$ cat src/rtl/lsu_stage_if.sv
// Bundles for the three LSU-facing handshakes: EXU->LSU, LSU<->data memory, LSU->WBU.
// Latency: none, wires only.
// Backpressure: carried by ready_out_exu, mem_req_ready and ready_in_wbu.
//
// exu_lsu_if : master = EXU (producer), slave = LSU (consumer)
// lsu_mem_if : master = LSU (requester), slave = data memory
// lsu_wbu_if : master = LSU (producer), slave = WBU (consumer)

interface exu_lsu_if;
    logic        valid_in_exu;
    logic        ready_out_exu;
    logic [2:0]  func3;
    logic        mem_ren;
    logic        mem_wen;
    logic [31:0] aluOut;
    logic [31:0] wdata;
    logic        gpr_wen;
    logic [4:0]  rd;
    logic [31:0] pc;

    modport master (
        output valid_in_exu, func3, mem_ren, mem_wen, aluOut, wdata, gpr_wen, rd, pc,
        input  ready_out_exu
    );
    modport slave (
        input  valid_in_exu, func3, mem_ren, mem_wen, aluOut, wdata, gpr_wen, rd, pc,
        output ready_out_exu
    );
endinterface

interface lsu_mem_if;
    logic        mem_req_valid;
    logic        mem_req_ready;
    logic        mem_req_wen;
    logic [31:0] mem_req_addr;
    logic [31:0] mem_req_wdata;
    logic [3:0]  mem_req_wstrb;
    logic        mem_rsp_valid;
    logic [31:0] mem_rsp_rdata;

    modport master (
        output mem_req_valid, mem_req_wen, mem_req_addr, mem_req_wdata, mem_req_wstrb,
        input  mem_req_ready, mem_rsp_valid, mem_rsp_rdata
    );
    modport slave (
        input  mem_req_valid, mem_req_wen, mem_req_addr, mem_req_wdata, mem_req_wstrb,
        output mem_req_ready, mem_rsp_valid, mem_rsp_rdata
    );
endinterface

interface lsu_wbu_if;
    logic        valid_out_wbu;
    logic        ready_in_wbu;
    logic [31:0] wb_data;
    logic        gpr_wen_buf;
    logic [4:0]  rd_buf;
    logic [31:0] pc_buf;
    logic        lsu_err;

    modport master (
        output valid_out_wbu, wb_data, gpr_wen_buf, rd_buf, pc_buf, lsu_err,
        input  ready_in_wbu
    );
    modport slave (
        input  valid_out_wbu, wb_data, gpr_wen_buf, rd_buf, pc_buf, lsu_err,
        output ready_in_wbu
    );
endinterface

$ cat src/rtl/lsu_stage.sv
// Load/store stage: latches one EXU payload, runs at most one data-memory transaction, holds result for WBU.
// Latency: non-memory/illegal op 1 cycle to valid_out_wbu; memory op minimum 3 cycles.
// Backpressure: accepts only in IDLE; mem_req_ready low stretches REQ, ready_in_wbu low holds DONE.
//
// Ports: clk, rst (async active-low); exu (exu_lsu_if.slave); mem (lsu_mem_if.master);
//        wbu (lsu_wbu_if.master).

module lsu_stage (
    input  logic      clk,
    input  logic      rst,
    exu_lsu_if.slave  exu,
    lsu_mem_if.master mem,
    lsu_wbu_if.master wbu
);

    typedef enum logic [1:0] {
        IDLE     = 2'd0,
        REQ      = 2'd1,
        WAIT_RSP = 2'd2,
        DONE     = 2'd3
    } state_t;

    state_t      state;

    // latched payload
    logic [2:0]  func3_q;
    logic        is_load_q;
    logic [31:0] addr_q;

    // registered outputs
    logic        req_wen_q;
    logic [31:0] req_addr_q;
    logic [31:0] req_wdata_q;
    logic [3:0]  req_wstrb_q;
    logic [31:0] wb_data_q;
    logic        gpr_wen_q;
    logic [4:0]  rd_q;
    logic [31:0] pc_q;
    logic        err_q;

    // ---------------- acceptance-side decode ----------------
    logic [1:0]  a_lo;
    logic        illegal;
    logic [3:0]  st_strb;
    logic [31:0] st_data;

    assign a_lo = exu.aluOut[1:0];

    always_comb begin
        illegal = 1'b0;
        if (exu.mem_ren && exu.mem_wen) begin
            illegal = 1'b1;
        end else if (exu.mem_ren) begin
            case (exu.func3)
                3'b011, 3'b110, 3'b111: illegal = 1'b1;
                3'b001, 3'b101:         illegal = a_lo[0];
                3'b010:                 illegal = (a_lo != 2'b00);
                default:                illegal = 1'b0;
            endcase
        end else if (exu.mem_wen) begin
            case (exu.func3)
                3'b000:  illegal = 1'b0;
                3'b001:  illegal = a_lo[0];
                3'b010:  illegal = (a_lo != 2'b00);
                default: illegal = 1'b1;
            endcase
        end
    end

    // Store data is replicated across lanes so the strobe alone picks the bytes.
    always_comb begin
        st_strb = 4'b1111;
        st_data = exu.wdata;
        case (exu.func3[1:0])
            2'b00: begin
                st_strb = 4'b0001 << a_lo;
                st_data = {4{exu.wdata[7:0]}};
            end
            2'b01: begin
                st_strb = 4'b0011 << a_lo;
                st_data = {2{exu.wdata[15:0]}};
            end
            default: begin
                st_strb = 4'b1111;
                st_data = exu.wdata;
            end
        endcase
    end

    // ---------------- response-side load extraction ----------------
    logic [7:0]  ld_byte;
    logic [15:0] ld_half;
    logic [31:0] ld_result;

    always_comb begin
        case (addr_q[1:0])
            2'b00:   ld_byte = mem.mem_rsp_rdata[7:0];
            2'b01:   ld_byte = mem.mem_rsp_rdata[15:8];
            2'b10:   ld_byte = mem.mem_rsp_rdata[23:16];
            default: ld_byte = mem.mem_rsp_rdata[31:24];
        endcase
        ld_half = addr_q[1] ? mem.mem_rsp_rdata[31:16] : mem.mem_rsp_rdata[15:0];
        case (func3_q)
            3'b000:  ld_result = {{24{ld_byte[7]}}, ld_byte};
            3'b001:  ld_result = {{16{ld_half[15]}}, ld_half};
            3'b100:  ld_result = {24'd0, ld_byte};
            3'b101:  ld_result = {16'd0, ld_half};
            default: ld_result = mem.mem_rsp_rdata;
        endcase
    end

    // ---------------- FSM ----------------
    always_ff @(posedge clk or negedge rst) begin
        if (!rst) begin
            state       <= IDLE;
            func3_q     <= 3'd0;
            is_load_q   <= 1'b0;
            addr_q      <= 32'd0;
            req_wen_q   <= 1'b0;
            req_addr_q  <= 32'd0;
            req_wdata_q <= 32'd0;
            req_wstrb_q <= 4'd0;
            wb_data_q   <= 32'd0;
            gpr_wen_q   <= 1'b0;
            rd_q        <= 5'd0;
            pc_q        <= 32'd0;
            err_q       <= 1'b0;
        end else begin
            case (state)
                IDLE: begin
                    if (exu.valid_in_exu) begin
                        func3_q   <= exu.func3;
                        is_load_q <= exu.mem_ren;
                        addr_q    <= exu.aluOut;
                        rd_q      <= exu.rd;
                        pc_q      <= exu.pc;
                        if (!exu.mem_ren && !exu.mem_wen) begin
                            wb_data_q <= exu.aluOut;
                            gpr_wen_q <= exu.gpr_wen;
                            err_q     <= 1'b0;
                            state     <= DONE;
                        end else if (illegal) begin
                            // Suppress the register write so a faulting access leaves no trace.
                            wb_data_q <= 32'd0;
                            gpr_wen_q <= 1'b0;
                            err_q     <= 1'b1;
                            state     <= DONE;
                        end else begin
                            gpr_wen_q   <= exu.gpr_wen;
                            err_q       <= 1'b0;
                            req_wen_q   <= exu.mem_wen;
                            req_addr_q  <= {exu.aluOut[31:2], 2'b00};
                            req_wdata_q <= exu.mem_wen ? st_data : 32'd0;
                            req_wstrb_q <= exu.mem_wen ? st_strb : 4'd0;
                            state       <= REQ;
                        end
                    end
                end
                REQ: begin
                    if (mem.mem_req_ready) begin
                        state <= WAIT_RSP;
                    end
                end
                WAIT_RSP: begin
                    if (mem.mem_rsp_valid) begin
                        wb_data_q <= is_load_q ? ld_result : addr_q;
                        state     <= DONE;
                    end
                end
                DONE: begin
                    if (wbu.ready_in_wbu) begin
                        state <= IDLE;
                    end
                end
                default: state <= IDLE;
            endcase
        end
    end

    assign exu.ready_out_exu = (state == IDLE);

    assign mem.mem_req_valid = (state == REQ);
    assign mem.mem_req_wen   = req_wen_q;
    assign mem.mem_req_addr  = req_addr_q;
    assign mem.mem_req_wdata = req_wdata_q;
    assign mem.mem_req_wstrb = req_wstrb_q;

    assign wbu.valid_out_wbu = (state == DONE);
    assign wbu.wb_data       = wb_data_q;
    assign wbu.gpr_wen_buf   = gpr_wen_q;
    assign wbu.rd_buf        = rd_q;
    assign wbu.pc_buf        = pc_q;
    assign wbu.lsu_err       = err_q;

endmodule

$ cat src/flat_wrapper.sv
// flat-port wrapper written by rule: the top's interface ports become plain ports
module lsu_stage_flat 
  (clk, rst, exu_valid_in_exu, exu_func3, exu_mem_ren, exu_mem_wen, exu_aluOut, exu_wdata, exu_gpr_wen, exu_rd, exu_pc, exu_ready_out_exu, mem_mem_req_valid, mem_mem_req_wen, mem_mem_req_addr, mem_mem_req_wdata, mem_mem_req_wstrb, mem_mem_req_ready, mem_mem_rsp_valid, mem_mem_rsp_rdata, wbu_valid_out_wbu, wbu_wb_data, wbu_gpr_wen_buf, wbu_rd_buf, wbu_pc_buf, wbu_lsu_err, wbu_ready_in_wbu);
  exu_lsu_if exu_i ();
  lsu_mem_if mem_i ();
  lsu_wbu_if wbu_i ();
  input  logic clk;
  input  logic rst;
  input wire logic [$bits(exu_i.valid_in_exu)-1:0] exu_valid_in_exu;
  input wire logic [$bits(exu_i.func3)-1:0] exu_func3;
  input wire logic [$bits(exu_i.mem_ren)-1:0] exu_mem_ren;
  input wire logic [$bits(exu_i.mem_wen)-1:0] exu_mem_wen;
  input wire logic [$bits(exu_i.aluOut)-1:0] exu_aluOut;
  input wire logic [$bits(exu_i.wdata)-1:0] exu_wdata;
  input wire logic [$bits(exu_i.gpr_wen)-1:0] exu_gpr_wen;
  input wire logic [$bits(exu_i.rd)-1:0] exu_rd;
  input wire logic [$bits(exu_i.pc)-1:0] exu_pc;
  output wire logic [$bits(exu_i.ready_out_exu)-1:0] exu_ready_out_exu;
  output wire logic [$bits(mem_i.mem_req_valid)-1:0] mem_mem_req_valid;
  output wire logic [$bits(mem_i.mem_req_wen)-1:0] mem_mem_req_wen;
  output wire logic [$bits(mem_i.mem_req_addr)-1:0] mem_mem_req_addr;
  output wire logic [$bits(mem_i.mem_req_wdata)-1:0] mem_mem_req_wdata;
  output wire logic [$bits(mem_i.mem_req_wstrb)-1:0] mem_mem_req_wstrb;
  input wire logic [$bits(mem_i.mem_req_ready)-1:0] mem_mem_req_ready;
  input wire logic [$bits(mem_i.mem_rsp_valid)-1:0] mem_mem_rsp_valid;
  input wire logic [$bits(mem_i.mem_rsp_rdata)-1:0] mem_mem_rsp_rdata;
  output wire logic [$bits(wbu_i.valid_out_wbu)-1:0] wbu_valid_out_wbu;
  output wire logic [$bits(wbu_i.wb_data)-1:0] wbu_wb_data;
  output wire logic [$bits(wbu_i.gpr_wen_buf)-1:0] wbu_gpr_wen_buf;
  output wire logic [$bits(wbu_i.rd_buf)-1:0] wbu_rd_buf;
  output wire logic [$bits(wbu_i.pc_buf)-1:0] wbu_pc_buf;
  output wire logic [$bits(wbu_i.lsu_err)-1:0] wbu_lsu_err;
  input wire logic [$bits(wbu_i.ready_in_wbu)-1:0] wbu_ready_in_wbu;
  assign exu_i.valid_in_exu = exu_valid_in_exu;
  assign exu_i.func3 = exu_func3;
  assign exu_i.mem_ren = exu_mem_ren;
  assign exu_i.mem_wen = exu_mem_wen;
  assign exu_i.aluOut = exu_aluOut;
  assign exu_i.wdata = exu_wdata;
  assign exu_i.gpr_wen = exu_gpr_wen;
  assign exu_i.rd = exu_rd;
  assign exu_i.pc = exu_pc;
  assign exu_ready_out_exu = exu_i.ready_out_exu;
  assign mem_mem_req_valid = mem_i.mem_req_valid;
  assign mem_mem_req_wen = mem_i.mem_req_wen;
  assign mem_mem_req_addr = mem_i.mem_req_addr;
  assign mem_mem_req_wdata = mem_i.mem_req_wdata;
  assign mem_mem_req_wstrb = mem_i.mem_req_wstrb;
  assign mem_i.mem_req_ready = mem_mem_req_ready;
  assign mem_i.mem_rsp_valid = mem_mem_rsp_valid;
  assign mem_i.mem_rsp_rdata = mem_mem_rsp_rdata;
  assign wbu_valid_out_wbu = wbu_i.valid_out_wbu;
  assign wbu_wb_data = wbu_i.wb_data;
  assign wbu_gpr_wen_buf = wbu_i.gpr_wen_buf;
  assign wbu_rd_buf = wbu_i.rd_buf;
  assign wbu_pc_buf = wbu_i.pc_buf;
  assign wbu_lsu_err = wbu_i.lsu_err;
  assign wbu_i.ready_in_wbu = wbu_ready_in_wbu;
  lsu_stage u_core (.clk(clk), .rst(rst), .exu(exu_i), .mem(mem_i), .wbu(wbu_i));
endmodule
$ cat config.mk
export PLATFORM = sky130hd
export DESIGN_NAME = lsu_stage_flat
export DESIGN_NICKNAME = d
export VERILOG_FILES = /design/src/rtl/lsu_stage_if.sv /design/src/rtl/lsu_stage.sv /design/src/flat_wrapper.sv
export SDC_FILE = /design/constraint.sdc
export NUM_CORES = 1
export LEC_CHECK = 0
export ABC_AREA = 0
export BUFFER_PORTS_ARGS = -buffer_cell sky130_fd_sc_hd__buf_2
export CAP_MARGIN = 5
export CELL_PAD_IN_SITES_DETAIL_PLACEMENT = 1
export CELL_PAD_IN_SITES_GLOBAL_PLACEMENT = 1
export CORE_AREA = 3 3 152 154
export CTS_CLUSTER_DIAMETER = 60
export DETAILED_ROUTE_END_ITERATION = 6
export DIE_AREA = 0 0 155 157
export PLACE_DENSITY_LB_ADDON = 0.3
export SYNTH_ARGS = -nofsm -noshare
export SYNTH_HDL_FRONTEND = slang
export SYNTH_SLANG_ARGS = --single-unit
$ cat constraint.sdc
create_clock -name clk -period 2.5 [get_ports clk]
set_input_delay 0.125 -clock clk [delete_from_list [all_inputs] [get_ports clk]]
set_output_delay 0.125 -clock clk [all_outputs]
set_load 0.01 [all_outputs]
# Word-level counts from Yosys, hierarchy flattened
# Index checks and enable logic that the tools add are counted.
# word_totals
out_inout_bits	143
wordCells	83
in_bits	145
ff_bits	176
# op_classes
mux	29
n_shift	2
reduce_logical	17
bitwise	2
n_eq_ne	20
# ops
operator	count
$mux 32	6
$pmux 32 s2	2
$pmux 32 s4	1
$pmux 8 s3	1
$mux 16	1
$eq 3x3->1 const B	5
$mux 2	6
$reduce_and 4->1	3
$pmux 2 s4	1
$pmux 4 s2	1
$mux 1	7
$eq 2x1->1 const B	3
$eq 2x2->1 const B	3
$eq 3x1->1 const B	2
$eq 3x2->1 const B	2
$logic_not 2->1	3
$logic_not 3->1	2
$pmux 1 s3	2
$mux 4	1
$ne 2x1->1 const B	2
$ne 2x2->1 const B	2
$reduce_bool 2->1	2
$shl 1x2->4 const A	1
$shl 2x2->4 const A	1
other kinds (7)	10

# Depth between registers and ports, before layout
# Gate-level depths: netlist (run 1).
# logic_depth
ltp_word	9
depth_mapped	9

# Worst setup path before layout (run 1)
# No wires, ideal clock.
# synth_timing
path_type	register to register
from	register u_core.state[0]
to	register u_core.addr_q[0]
period_less_slack_ns	1.992
stages_incl_launch_ff	7
setup_ns	0.125
t_required_ns	2.375
t_arrival_ns	1.867
slack_ns	0.508
path_buffers	2
cell_sequence	dfrtp_1 inv_1 ha_1 nand2_1 clkbuf_1 clkbuf_1 mux2_2
# synth_between
elab_chain_cells	2
# synth_rtl
element	line	source
start: declaration	lsu_stage.sv:23	state_t state;
start signal: assignment	lsu_stage.sv:115	state <= IDLE;
start signal: assignment	lsu_stage.sv:141	state <= DONE;
start signal: assignment	lsu_stage.sv:147	state <= DONE;
$logic_not 2->1	n/a	
via exu_ready_out_exu	flat_wrapper.sv:18	output wire logic [$bits(exu_i.ready_out_exu)-1:0] exu_ready_out_exu;
$reduce_and 2->1 (no line)	n/a	
end signal: assignment	lsu_stage.sv:134	addr_q <= exu.aluOut;
end: declaration	lsu_stage.sv:28	logic [31:0] addr_q;
# The timed path passes the listed nets, and every way through them passes these cells.
# A chain may end at the register's enable or synchronous reset.

# Worst setup path in the final report (run 1)
# layout_timing
from	register u_core.state[0]
to	register u_core.wb_data_q[12] (netlist: u_core.wbu.wb_data[12])
# layout_between
elab_chain_cells	3
elab_cells_between_ends	8
classes_between	eq/ne: 4; mux: 1; reduce/logical: 3
# layout_rtl
element	line	source
$eq 2x2->1 / $logic_not 2->1 (equally long branches)	lsu_stage.sv:129	case (state)
$ne 2x2->1 (no line) (tied with other cells)	n/a	
$reduce_and 4->1 (no line)	n/a	
end signal: assignment	lsu_stage.sv:138	wb_data_q <= exu.aluOut;
end signal: assignment	lsu_stage.sv:166	wb_data_q <= is_load_q ? ld_result : addr_q;
end: declaration	lsu_stage.sv:35	logic [31:0] wb_data_q;
# Several ways; a longest one is shown, not always the timed one.

==> impl_metrics.json, run 1 <==
{
  "synthMuxAreaShare_pct": 18.6,
  "root_buffer": "clkbuf_16",
  "cp_max_fo": 60,
  "layout-drive-gt1-share_pct": 42.0,
  "hpwl_um": 19200,
  "antenna_found_initial": 1,
  "maxCapViolations": 0,
  "cp.arrival_ps": 2410,
  "placedCellCount": 1298,
  "drt_iter0_drc": 361,
  "ys_ff_latch": 176,
  "yosys_warnings": 0,
  "vias_per_cell": 5.16,
  "cts_buffer_depth": 2,
  "p_leak_nw": 5.36,
  "grt_pass1_vias": 7864,
  "die_h_um": 157,
  "synth_top_family_by_area": "multiplexers",
  "yosys_most_used_dff": "dfrtp_1",
  "yosysUniqueCellTypes": 43,
  "die_width_um": 155,
  "timing.rr.start": "u_core.state[0]$_DFFE_PN0P_",
  "mostFrequentLayoutCell": "buf_2",
  "num_rows": 54,
  "multi_input_area_sq_mm": 0.00359,
  "slew_headroom_pct": 55.9,
  "area_growth_pct": 37.3,
  "end_kind": "register",
  "powerDensity_mw_per_mm2": 1220,
  "cts_sinks": 176,
  "tritoncts": "yes",
  "async_flop_share_pct": 100,
  "worstHoldPathCells": 2,
  "maxSlewViolCount": 0,
  "boundaryPins": 288,
  "start_util_pct": 37.9,
  "layout.area.seq_sq_mm": 0.00441,
  "ys_seq_area_share_pct": 53.2,
  "numCtsBuffers": 17,
  "nets": 1261,
  "cts-resized-gates": 0,
  "skew_ps": 10.4,
  "r2r-end": "u_core.wbu.wb_data[12]$_DFFE_PN0P_",
  "drc": 0,
  "finalNonFillerCells": 1405,
  "htree_levels": 4,
  "wl_um": 27100,
  "synthAdderAreaFrac_pct": 0.605,
  "hold_start": "exu_aluOut[20]",
  "status": "finished, final reports clean",
  "core_sq_mm": 0.0218,
  "port_buffers": 285,
  "finalSetupViolCount": 0,
  "dr.pass1.iters": 4,
  "syn_inst": 768,
  "post_drt_wl_per_cell_um": 19.3,
  "grt_max_degree": 77,
  "vdd_drop_max_uv": 470,
  "grt_overflow": 0,
  "synth_compound_area_share_pct": 15.1,
  "min_period_over_period_pct": 83.1,
  "syn_avg_cell_area_sq_um": 10.8,
  "fin_setup_tns_ps": 0,
  "clk_latency_ps": 420,
  "synth_xor_area_share_pct": 0,
  "period_needed_ps": 2080,
  "grt_use_total_pct": 21.9,
  "worstHoldEndpoint": "u_core.mem.mem_req_addr[20]$_DFFE_PN0P_",
  "path_clk_slew_ps": 70,
  "synthSimpleGateAreaFrac_pct": 8.81,
  "vias": 7246,
  "hold_viol": 0,
  "syn-cell-area_sq_mm": 0.00828,
  "max_freq_mhz": 482,
  "rsz0062_at_grt": "false",
  "nFillCells": 2462,
  "final_antenna_net_count": 0,
  "fin_util_pct": 52.1,
  "crit_type": "register to register",
  "hold_class": "input pin to register",
  "grt_pass1_wl_um": 42700,
  "startpoint_type": "register",
  "worst-r2r-setup-slack_ps": 420,
  "dieArea_sq_mm": 0.0243,
  "cp.required_ps": 2840,
  "r2r_cells": 8,
  "final_cell_mix": "284 x buf_2, 175 x dfrtp_1, 125 x mux2_2",
  "place.gp.congestion": 0.805,
  "worstMarginPinSlew_ps": 661,
  "synth_edf_count": 0
}
==> metal layers <==
layer / vias up / global-route usage, % / wire length (um)
li1: 3417 / - / -
met1: 3601 / 27.7 / 11500
met2: 208 / 38.0 / 13500
met3: 20 / 6.21 / 1820
met4: 0 / 4.29 / 316
met5: - / 0 / 0
==> worst max-delay path, cell delays in order, from the launching register on <==
cell	delay, ps
dfrtp_1	410
inv_1	90
ha_1	320
inv_1	90
o22ai_1	140
a211oi_4	380
buf_12	300
nor2_1	80
a31oi_1	170
==> flip-flops by register name (all words and copies together) (netlist names) <==
name / flops
u_core.state: 2
u_core.mem.mem_req_wen: 1
u_core.is_load_q: 1
u_core.mem.mem_req_wstrb: 4
u_core.wbu.pc_buf: 32
u_core.mem.mem_req_wdata: 32
u_core.mem.mem_req_addr: 30
u_core.func3_q: 3
u_core.wbu.gpr_wen_buf: 1
u_core.wbu.rd_buf: 5
u_core.wbu.wb_data: 32
u_core.wbu.lsu_err: 1
u_core.addr_q: 32
==> cell families after synthesis <==
kind of cell,count (synthesis)
multiplexers,137
flip-flops,176
AND/OR/NAND/NOR,178
adder cells (fa/ha/maj),4
AO/OA/AOI/OAI,201
other,1
buffers and inverters,71
==> power by group <==
| part | total (W) | internal [W] | switching (W) | leakage, nW |
|---|---|---|---|---|
| sequential | 0.00515 | 0.00430 | 0.000852 | 2.14 |
| combinational | 0.00614 | 0.00275 | 0.00339 | 2.95 |
| clock | 0.00259 | 0.00143 | 0.00116 | 0.268 |
| total | 0.0139 | 0.00848 | 0.00540 | 5.36 |
==> worst max-delay path by stage <==
stage	startpoint	endpoint	slack, ps	cells past startpoint
detailed placement	u_core.state[0]$_DFFE_PN0P_	u_core.wbu.wb_data[15]$_DFFE_PN0P_	410	8
global placement	u_core.state[0]$_DFFE_PN0P_	u_core.wbu.wb_data[15]$_DFFE_PN0P_	510	8
global route	u_core.state[0]$_DFFE_PN0P_	u_core.wbu.wb_data[10]$_DFFE_PN0P_	250	8
CTS	u_core.state[0]$_DFFE_PN0P_	u_core.wbu.wb_data[15]$_DFFE_PN0P_	400	8
finish	u_core.state[0]$_DFFE_PN0P_	u_core.wbu.wb_data[12]$_DFFE_PN0P_	420	8
floorplan	u_core.state[0]$_DFFE_PN0P_	u_core.addr_q[0]$_DFFE_PN0P_	510	6
==> Yosys cell counts, types with 3 or more instances <==
| cell type | n | area share, % |
|---|---|---|
| o2bb2ai_1 | 3 | 0.32 |
| buf_1 | 3 | 0.14 |
| dfrtp_1 | 176 | 53 |
| a221o_1 | 3 | 0.36 |
| a22oi_1 | 11 | 1.0 |
| and2_1 | 3 | 0.23 |
| o22ai_1 | 8 | 0.60 |
| o211ai_1 | 20 | 1.8 |
| nand2_1 | 97 | 4.4 |
| buf_2 | 12 | 0.73 |
| mux2i_1 | 11 | 1.3 |
| nand2b_1 | 5 | 0.38 |
| nor3_1 | 5 | 0.30 |
| o21ai_0 | 65 | 3.9 |
| buf_4 | 4 | 0.36 |
| mux2_2 | 125 | 17 |
| a21oi_1 | 44 | 2.7 |
| a211o_1 | 7 | 0.74 |
| clkbuf_1 | 40 | 1.8 |
| nor2b_1 | 3 | 0.23 |
| ha_1 | 4 | 0.60 |
| a31oi_1 | 29 | 2.2 |
| nor2_1 | 55 | 2.5 |
| inv_1 | 11 | 0.50 |
| nand3_1 | 3 | 0.18 |
==> cell type report <==
class	count	area share (%)
Clock inverter	11	0.936
Antenna cell	2	0.0440
Sequential cell	176	38.8
Inverter	12	0.396
Multi-Input combinational cell	522	31.6
Tap cell	280	3.08
Clock buffer	19	3.99
Timing Repair Buffer	383	21.2
==> through the flow <==
step / power [W] / hold WS, ps / setup WS, ps / instance area (sq um)
after floorplan: 0.00880 / -171 / 508 / 8280
final: 0.0139 / 16.4 / 423 / 11400
after global placement: 0.0110 / 208 / 511 / 10000
after global routing: 0.0149 / 0.503 / 252 / 11400
after CTS: 0.0140 / 1.05 / 398 / 11400
after detailed placement: 0.0113 / 203 / 412 / 10000
==> repair_timing <==
| item | 4_1_cts | 5_1_grt |
|---|---|---|
| buffers inserted | 0 | 0 |
| endpoints found under the hold margin | 182 | 0 |
| hold buffers | 75 | 0 |
Power figures use the tool's default switching activity.
==> run 2, diff against run 1 <==
Settings changed: ABC_AREA 0 to 1, CORE_AREA 3 3 152 154 to 3 3 160 162, DIE_AREA 0 0 155 157 to 0 0 163 165.
Clock period 2.5 ns to 2.08 ns, I/O delays scaled along.
==> run 2 against run 1 <==
Against the previous run: the flow now finishes with violations (hold timing); total power up 20%; sequential share of layout area decreased by 1.5 points; combinational power is 21% higher; routed wire length is 18% higher; flip-flop and latch count unchanged; maximum frequency rose by 9.2%; critical path depth did not move; count of clock-buffer cells in the layout is 2 lower; synthesized area rose by 2.8%; cell count up 32%; first-iteration DRC count rose by 27%; critical endpoint is now u_core.wbu.wb_data[6]$_DFFE_PN0P_; largest power group unchanged.
==> impl_metrics.json, run 2 <==
{
  "startpoint_type": "register",
  "cp.required_ps": 2370,
  "end_kind": "register",
  "crit_type": "register to register",
  "fin_setup_tns_ps": 0,
  "grt_use_total_pct": 23.9,
  "dr.pass1.iters": 5,
  "synth_edf_count": 0,
  "async_flop_share_pct": 100,
  "layout-drive-gt1-share_pct": 23.6,
  "hold_start": "exu_aluOut[11]",
  "min_period_over_period_pct": 91.4,
  "yosys.area.top_type": "dfrtp_1",
  "grt_pass1_vias": 9380,
  "worstMarginPinSlew_ps": 557,
  "port_buffers": 285,
  "ys_ff_latch": 176,
  "grt_overflow": 0,
  "p_leak_nw": 6.68,
  "multi_input_area_sq_mm": 0.00356,
  "hold_class": "input pin to register",
  "area_growth_pct": 39.0,
  "hpwl_um": 22200,
  "synth_area_leaders": "dfrtp_1 52%, nand2_1 27%, o21ai_0 5.2%",
  "ys_seq_area_share_pct": 51.8,
  "place.gp.congestion": 0.880,
  "antenna_found_initial": 5,
  "cts_buffer_depth": 2,
  "syn_inst": 1166,
  "cts_sinks": 176,
  "finalSetupViolCount": 0,
  "syn_avg_cell_area_sq_um": 7.30,
  "max_freq_mhz": 526,
  "power_w": 0.0166,
  "numCtsBuffers": 17,
  "cp.arrival_ps": 2190,
  "vias": 8849,
  "final_cell_mix": "611 x nand2_1, 284 x buf_2, 176 x dfrtp_1",
  "tritoncts": "yes",
  "hold_viol": 1,
  "synth_top_area_share_pct": 51.8,
  "grt_pass1_wl_um": 50600,
  "violations": "hold timing",
  "dieArea_sq_mm": 0.0269,
  "drt_iter0_drc": 457,
  "yosysUniqueCellTypes": 25,
  "skew_ps": 10.4,
  "core_sq_mm": 0.0242,
  "final_antenna_net_count": 0,
  "period_needed_ps": 1900,
  "synth_commonest_cells": "612 x nand2_1, 176 x dfrtp_1, 89 x o21ai_0, 69 x nor2_1, 62 x inv_1",
  "grt_max_degree": 76,
  "yosys_warnings": 0,
  "layout.area.seq_sq_mm": 0.00440,
  "vdd_drop_max_uv": 540,
  "cp_max_fo": 15,
  "status": "finished, violations left",
  "path_clk_slew_ps": 70,
  "die_width_um": 163,
  "rsz0062_at_grt": "false",
  "vias_per_cell": 4.75,
  "timing.rr.start": "u_core.state[0]$_DFFE_PN0P_",
  "yosys_most_used_dff": "dfrtp_1",
  "syn-cell-area_sq_mm": 0.00851,
  "nFillCells": 3106,
  "startpoint": "u_core.state[0]$_DFFE_PN0P_",
  "maxSlewViolCount": 0,
  "nets": 1671,
  "slew_headroom_pct": 62.9,
  "post-cts-setup-buffers": 0,
  "die_h_um": 165,
  "clk_latency_ps": 430,
  "maxCapViolations": 0,
  "powerDensity_mw_per_mm2": 1410,
  "post_drt_wl_per_cell_um": 17.1,
  "whs_ps": -0.290,
  "root_buffer": "clkbuf_16",
  "yosys.cell_count.top_type": "nand2_1",
  "wl_um": 31900,
  "boundaryPins": 288,
  "start_util_pct": 35.1,
  "num_rows": 57,
  "mostFrequentLayoutCell": "nand2_1",
  "drc": 0,
  "htree_levels": 4
}
==> run 2: cell types whose count changed after synthesis, sizes merged, moves of 7 or more <==
cell,previous run,this run
nor2,55,71
nand2,97,613
a22oi,11,0
mux2i,11,0
nand3,3,17
o21ai,65,89
inv,12,66
o211ai,20,0
buf,19,28
mux2,125,0
a211o,7,0
a21oi,44,52
a31oi,29,0
clkbuf,40,33
==> run 2: final timing paths <==
kind / depth (start not counted) / slack [ps] / endpoint
min in group asynchronous: 2 / 260 / u_core.wbu.rd_buf[4]$_DFFE_PN0P_
worst max-delay path: 8 / 180 / u_core.wbu.wb_data[6]$_DFFE_PN0P_
worst max register to register: 8 / 180 / u_core.wbu.wb_data[6]$_DFFE_PN0P_
worst min register to register: 2 / 480 / u_core.mem.mem_req_wdata[17]$_DFFE_PN0P_
max in group asynchronous: 3 / 1100 / u_core.wbu.pc_buf[17]$_DFFE_PN0P_
worst min-delay path: 3 / -0.3 / u_core.mem.mem_req_addr[11]$_DFFE_PN0P_
==> run 2: layout make-up <==
| cell class | instances | share of cell area [%] |
|---|---|---|
| timing repair buffer | 397 | 21.9 |
| tap | 324 | 3.43 |
| clock buffer | 17 | 3.60 |
| clock inverter | 15 | 1.50 |
| multi-input combinational | 863 | 30.1 |
| antenna | 2 | 0.0423 |
| inverter | 67 | 2.13 |
| sequential | 176 | 37.3 |
==> run 2: report_power, final <==
group | total (W) | internal (W) | switching [W]
logic | 0.00745 | 0.00273 | 0.00472
clock network | 0.00333 | 0.00172 | 0.00161
registers | 0.00585 | 0.00497 | 0.000879
total | 0.0166 | 0.00942 | 0.00721
==> run 2: logic make-up after synthesis <==
group	share of synthesized area (%)
AND/OR/NAND/NOR	32.3
flip-flops	51.8
AO/OA/AOI/OAI	8.72
buffers and inverters	6.53
adder cells (fa/ha/maj)	0.588
other	0.0441
==> run 2: through the flow <==
| stage | utilization (%) | setup slack [ps] | cells | hold WS, ps | instance area (sq um) |
|---|---|---|---|---|---|
| global route | 48.8 | 19.3 | 1861 | 16.5 | 11800 |
| global placement | 42.8 | 215 | 1745 | 153 | 10400 |
| floorplan | - | 306 | 1167 | -192 | 8510 |
| finish | 48.8 | 178 | 1861 | -0.290 | 11800 |
| detailed placement | 42.8 | 101 | 1745 | 153 | 10400 |
| CTS | 48.7 | 83.7 | 1859 | 1.00 | 11800 |
==> run 2: routing by layer <==
| layer | GRT usage, % | routed length (um) |
|---|---|---|
| met5 | 0 | 29 |
| met4 | 5.57 | 471 |
| met1 | 30.5 | 14000 |
| met2 | 41.6 | 15700 |
| met3 | 5.19 | 1700 |
==> run 2: critical path: stages (launching register included) <==
cell     delay, ps
dfrtp_1        410
inv_1          120
ha_2           310
inv_1          100
o22ai_1        240
a21oi_2         80
nand2_2        120
buf_4          240
o21ai_0        150
==> run 2: timing repair <==
item / 4_1_cts / 5_1_grt
gates resized for setup: 0 / 1
endpoints found under the hold margin: 164 / 0
hold buffers: 82 / 0
endpoints found under the setup margin: 0 / 45
